==> src/rtl/serial_pkg.sv <==
// Shared types for the bit-serial front end and the pattern detectors that consume its stream.
package serial_pkg;

  typedef enum logic {
    ST_IDLE  = 1'b0,
    ST_SHIFT = 1'b1
  } state_e;

  localparam int DEF_WIDTH = 8;

endpackage

==> src/rtl/word_serializer.sv <==
// Parallel-to-serial converter: a one-word holding register feeds a shift register that
// emits one bit per bit_en tick, reloading straight from hold so consecutive words have no gap.
module word_serializer
  import serial_pkg::*;
#(
  parameter int WIDTH     = DEF_WIDTH,
  parameter bit MSB_FIRST = 1'b1
) (
  input  logic             clk,
  input  logic             rst,
  input  logic [WIDTH-1:0] in_data,
  input  logic             in_valid,
  output logic             in_ready,
  input  logic             bit_en,
  output logic             data_out,
  output logic             valid_out,
  output logic             word_end,
  output logic             busy
);

  localparam int CW = $clog2(WIDTH);
  localparam logic [CW-1:0] CNT_LAST = CW'(WIDTH - 1);

  state_e           state_q, state_d;
  logic [WIDTH-1:0] hold_q, hold_d;
  logic             hold_valid_q, hold_valid_d;
  logic [WIDTH-1:0] sreg_q, sreg_d;
  logic [CW-1:0]    cnt_q, cnt_d;
  logic             data_out_q, data_out_d;
  logic             valid_out_q, valid_out_d;
  logic             word_end_q, word_end_d;

  logic             cur_bit;
  logic [WIDTH-1:0] sreg_shifted;

  assign cur_bit      = MSB_FIRST ? sreg_q[WIDTH-1] : sreg_q[0];
  assign sreg_shifted = MSB_FIRST ? {sreg_q[WIDTH-2:0], 1'b0} : {1'b0, sreg_q[WIDTH-1:1]};

  always_comb begin
    state_d      = state_q;
    hold_d       = hold_q;
    hold_valid_d = hold_valid_q;
    sreg_d       = sreg_q;
    cnt_d        = cnt_q;
    data_out_d   = data_out_q;
    valid_out_d  = 1'b0;
    word_end_d   = 1'b0;

    // in_ready is only high with hold empty, so accept never collides with a load below.
    if (in_valid && in_ready) begin
      hold_d       = in_data;
      hold_valid_d = 1'b1;
    end

    case (state_q)
      ST_IDLE: begin
        if (hold_valid_q) begin
          sreg_d       = hold_q;
          cnt_d        = '0;
          hold_valid_d = 1'b0;
          state_d      = ST_SHIFT;
        end
      end
      ST_SHIFT: begin
        if (bit_en) begin
          data_out_d  = cur_bit;
          valid_out_d = 1'b1;
          sreg_d      = sreg_shifted;
          cnt_d       = cnt_q + CW'(1);
          if (cnt_q == CNT_LAST) begin
            word_end_d = 1'b1;
            cnt_d      = '0;
            if (hold_valid_q) begin
              sreg_d       = hold_q;
              hold_valid_d = 1'b0;
            end else begin
              state_d = ST_IDLE;
            end
          end
        end
      end
      default: state_d = ST_IDLE;
    endcase
  end

  always_ff @(posedge clk or negedge rst) begin
    if (!rst) begin
      state_q      <= ST_IDLE;
      hold_q       <= '0;
      hold_valid_q <= 1'b0;
      sreg_q       <= '0;
      cnt_q        <= '0;
      data_out_q   <= 1'b0;
      valid_out_q  <= 1'b0;
      word_end_q   <= 1'b0;
    end else begin
      state_q      <= state_d;
      hold_q       <= hold_d;
      hold_valid_q <= hold_valid_d;
      sreg_q       <= sreg_d;
      cnt_q        <= cnt_d;
      data_out_q   <= data_out_d;
      valid_out_q  <= valid_out_d;
      word_end_q   <= word_end_d;
    end
  end

  assign in_ready  = !hold_valid_q;
  assign busy      = (state_q == ST_SHIFT) || hold_valid_q;
  assign data_out  = data_out_q;
  assign valid_out = valid_out_q;
  assign word_end  = word_end_q;

endmodule

==> config.mk <==
export PLATFORM = sky130hd
export DESIGN_NAME = word_serializer
export DESIGN_NICKNAME = d
export VERILOG_FILES = /design/src/rtl/serial_pkg.sv /design/src/rtl/word_serializer.sv
export SDC_FILE = /design/constraint.sdc
export NUM_CORES = 1
export LEC_CHECK = 0
export ABC_AREA = 0
export BUFFER_PORTS_ARGS = -buffer_cell sky130_fd_sc_hd__buf_2
export CORE_UTILIZATION = 30
export DETAILED_ROUTE_END_ITERATION = 10
export GPL_ROUTABILITY_DRIVEN = 0
export GPL_TIMING_DRIVEN = 0
export PLACE_DENSITY = 0.5
export SKIP_CTS_REPAIR_TIMING = 1
export SYNTH_ARGS = -nofsm -noshare
export SYNTH_HDL_FRONTEND = slang
export SYNTH_SLANG_ARGS = --single-unit
==> constraint.sdc <==
create_clock -name clk -period 2.3 [get_ports clk]
set_input_delay 0.46 -clock clk [delete_from_list [all_inputs] [get_ports clk]]
set_output_delay 0.46 -clock clk [all_outputs]
set_load 0.01 [all_outputs]
======== Word level (Yosys, flattened, before mapping) ========
Index checks and enable logic that the tools add are counted.
cells by class
  $add $sub $neg .......................... 1
  eq/ne operators ......................... 3
  multiplexer cells ....................... 23
  bitwise gates (word level) .............. 1
  reductions and logical operators ........ 5
operators by type and width
  operator               number
  $mux W8                4
  $pmux W8 S2            1
  $mux W1                12
  $mux W3                3
  $pmux W3 S2            1
  $ne A2 B2 Y1 const B   2
  $pmux W1 S2            2
  $reduce_and A2 Y1      2
  $add A3 B1 Y3 const B  1
  $eq A3 B3 Y1 const B   1
  $logic_and A1 B1 Y1    1
  $logic_not A1 Y1       1
  $logic_or A1 B1 Y1     1
  $not A1 Y1             1
storage, ports and cells
  bits in registers ....................... 24
  input bits .............................. 12
  output and inout bits ................... 5
  word-level logic and storage cells ...... 41

======== Logic depth before layout (Yosys ltp) ========
  word-level depth ........................ 7
  mapped depth ............................ 6

======== Least setup slack after synthesis ========
Ideal clock, no wire load.
  path kind ............................... register to register
  start point ............................. register cnt_q[0]
  end point ............................... register sreg_q[1]
  library setup time ...................... 0.123 ns
  arrival time ............................ 1.300 ns
  data required time ...................... 2.177 ns
  slack ................................... 0.878 ns
  stages on the path, launching flop included .. 7
  path through ............................ dfrtp_1 > ha_1 > ha_1 > a21boi_2 > buf_6 > mux2i_1 > a21oi_1
between the ends
  cells in the longest elaborated chain, start to end .. 4
RTL lines
  element                 line                    text
  start, declared         word_serializer.sv:28   logic [CW-1:0] cnt_q, cnt_d;
  start signal, assigned  word_serializer.sv:101  cnt_q <= cnt_d;
  $eq A3 B3 Y1            word_serializer.sv:70   if (cnt_q == CNT_LAST) begin
  $mux W8                 word_serializer.sv:70
  $mux W8                 word_serializer.sv:65   if (bit_en) begin
  $pmux W8 S2             word_serializer.sv:55   case (state_q)
  end signal, assigned    word_serializer.sv:100  sreg_q <= sreg_d;
  end, declared           word_serializer.sv:27   logic [WIDTH-1:0] sreg_q, sreg_d;
Every way passes these cells. The select of a mux whose other input is x is not followed.
A chain may end at the register's enable or synchronous reset.

======== Worst setup path in the final report ========
  start point ............................. register hold_valid_q
  end point ............................... output busy
between the ends
  cells in the longest elaborated chain, start to end .. 1
RTL lines
  element                 line                    text
  start, declared         word_serializer.sv:26   logic hold_valid_q, hold_valid_d;
  start signal, assigned  word_serializer.sv:99   hold_valid_q <= hold_valid_d;
  $logic_or A1 B1 Y1      word_serializer.sv:109  assign busy = (state_q == ST_SHIFT) || hold_valid_q;
  end, declared           word_serializer.sv:18   output logic busy
Every way passes these cells.

==> reports/qor_table.md <==
| Metric | This run | Unit |
|---|---|---|
| Setup violations, final | 0 | - |
| Final count of pins violating max slew | 0 | - |
| Worst slew margin relative to its limit | 0.649 | - |
| Die width | 61.4 | µm |
| Share of cells above drive strength 1 | 0.376 | - |
| Number of levels in the clock H-tree | 1 | - |
| Worst reg2reg endpoint | sreg_q[4] | - |
| Category of the most critical setup path | reg2out | - |
| Count of buffers from port buffering | 16 | - |
| Startpoint Class | flop | - |
| Type of the most critical hold path | in2async | - |
| Number of cells in the design after placement | 144 | - |
| Tot GR Track Use | 0.115 | - |
| Number of standard-cell rows in the floorplan | 21 | - |
| Flip-flop and latch count after synthesis | 24 | - |
| Clock Pin Slew Worst Setup and Hold Paths | 130 | ps |
| Unrepaired setup endpoints after global routing | no | - |
| Die ar. | 0.00377 | mm² |
| Post-route DRC violation count | 0 | - |
| Final critical-path required period | 1570 | ps |
| Peak supply drop | 0.328 | mV |
| Filler cell count in the final layout | 378 | - |
| Biggest area consumer among synthesized cells | dfrtp_1 | - |
| Worst path buffer plus inverter count | 3 | - |
| R2r worst-path depth | 6 | - |
| Antenna violations before repair | 0 | - |
| Die boundary height | 61.4 | µm |
| Slowest cell delay on critical path | 390 | ps |
| Logic depth of the worst setup path including buffers | 4 | - |
| Post-Route Skew | 5.70 | ps |
| Share of Yosys cell area claimed by the top area cell type | 0.567 | - |
| HPWL after detailed placement | 1210 | µm |
| Setup crit end kind | output pin | - |
| Clock tree from TritonCTS | built | - |
| Cell-by-cell trace of the critical path | clkbuf_8, inv_1, nand2_1, buf_2 | - |
| Layout Area Growth over Synthesis | 15.1 | % |
| TritonRoute pass-1 iters | 4 | - |
| Final design instance area without fill | 0.00122 | mm² |
| Status | complete, no violations | - |
| Main synth FF type | dfrtp_1 | - |
| Distinct cell type count after synthesis | 22 | - |
| Number of global-route vias before repair | 668 | - |
| Clock latency on the worst-skew pair | 310 | ps |
| # diodes | 0 | - |
| Clock net sink count | 24 | - |
| Post-Syn Area | 0.00106 | mm² |
| Arrival time of the worst setup path | 1110 | ps |
| Sequential area share after synthesis | 0.567 | - |
| Initial core utilization | 0.315 | - |
| Average detailed-routed wire length per instance | 11.6 | µm |
| Mean instance size in the synthesized netlist | 12.9 | µm² |
| Warning count from the yosys run | 0 | - |
| Leakage power total | 0.604 | nW |
| Final setup TNS | 0 | ps |
| Number of failing hold endpoints at the final stage | 0 | - |
| Via count of the routed design | 658 | - |
| Vias per inst | 4.48 | - |
| I/O Pins | 17 | - |
| Number of nets in the final layout | 118 | - |
| Gate count after technology mapping | 82 | - |
| Crit Path Max Fanout | 9 | - |
| Detailed-route wire length | 1700 | µm |
| DP Worst Slack | 762 | ps |
| Fmax | 637 | MHz |
| Worst R2R Start | cnt_q[0] | - |
| Worst hold slack | 102 | ps |
| Startpoint of the most critical setup path | hold_valid_q | - |
| First-pass GRT wire length | 3080 | µm |
| Root buf cell | clkbuf_4 | - |
| Synth async-reset ratio | 1.00 | - |
| Transition time at the pin with the least slew margin | 527 | ps |
| Least setup slack across all paths after layout | 731 | ps |
| Worst setup endpoint | busy | - |
| Placed instance area | 0.00120 | mm² |
| Final design utilization | 0.363 | - |
| Grt total ovfl | 0 | - |
| Post-DRT Antenna Nets | 0 | - |
| Synth cell count leaders | dfrtp_1, mux2_2, a21oi_1, mux2i_1, nor2_1 | - |
| Crit-path leading delay family | flip-flops | - |
| Slack of the worst reg-to-reg path | 740 | ps |
| Number of max-capacitance violations reported | 0 | - |
| DRC marker count from the first detailed-route iteration | 23 | - |
| Largest net degree at the start of global routing | 25 | - |
| Total power divided by cell area | 993 | mW/mm² |
| Required time of the worst setup path | 1840 | ps |
| Critical-path top delay cell | dfrtp_1 | - |
| Post-synth net total | 97 | - |
| Clock buffers created by TritonCTS | 3 | - |
| Most common cell in the netlist | dfrtp_1 | - |
| Overall Power | 1.21 | mW |
| Longest Clk Path Bufs | 2 | - |
| Final cell count without fillers | 147 | - |
| Final period util | 0.682 | - |
| Cell types with the largest area share after synthesis | dfrtp_1, mux2_2, mux2i_1 | - |
| Area inside the core boundary | 0.00336 | mm² |
| Count of flip-flops with a built-in enable after synthesis | 0 | - |
routing by layer:
| layer | share of wire | vias up | GRT usage |
|---|---|---|---|
| li1 | - | 325 | - |
| met2 | 0.47 | 16 | 0.180 |
| met1 | 0.47 | 315 | 0.143 |
| met3 | 0.046 | 2 | 0.0441 |
| met5 | 0 | - | 0 |
| met4 | 0.011 | 0 | 0.0476 |
layout make-up:
cell class,count,area (µm²),share of cell area
Buffer,5,48.8,0.0400
Clock buffer,3,22.5,0.0185
Inverter,2,7.51,0.00615
Multi-Input combinational cell,51,403,0.330
Sequential cell,24,601,0.492
Tap cell,46,57.6,0.0472
Timing Repair Buffer,16,80.1,0.0656
cell usage in the layout, fill, tap and decap left out, drive strengths merged:
master / n
a21o: 1
inv: 2
and2: 1
mux2: 10
and3: 1
nand2: 2
a21oi: 9
mux2i: 8
clkbuf: 4
a22o: 3
dfrtp: 24
o221ai: 1
ha: 3
nand4: 1
nor2b: 1
or2: 1
nor2: 8
a21boi: 1
buf: 20
logic make-up (layout without fill, tap and decap cells):
group / after synthesis / in the layout / synth area share
buffers and inverters: 7 / 26 / 0.0531
AO/OA/AOI/OAI: 15 / 15 / 0.0968
adder cells (fa/ha/maj): 3 / 3 / 0.0354
multiplexers: 18 / 18 / 0.182
flip-flops: 24 / 24 / 0.567
AND/OR/NAND/NOR: 15 / 15 / 0.0661
sequential cells by signal, summed over array words and instances (netlist names):
name	cells
hold_q	8
word_end	1
sreg_q	8
cnt_q	3
valid_out	1
hold_valid_q	1
state_q	1
data_out	1
where the power goes:
part / total, mW / leakage [nW] / internal [mW] / switching [mW]
clock network: 0.182 / 0.0138 / 0.0612 / 0.121
logic: 0.371 / 0.313 / 0.215 / 0.156
registers: 0.659 / 0.277 / 0.577 / 0.0816
total: 1.21 / 0.604 / 0.853 / 0.359
worst min-delay path by stage:
stage | startpoint | cells after the start | endpoint
6_report | rst | 1 | word_end
5_1_grt | rst | 1 | word_end
4_1_cts | rst | 1 | word_end
3_5_place_dp | rst | 1 | word_end
3_3_place_gp | rst | 1 | word_end
2_1_floorplan | rst | 0 | cnt_q[0]
Power figures use the tool's default switching activity.
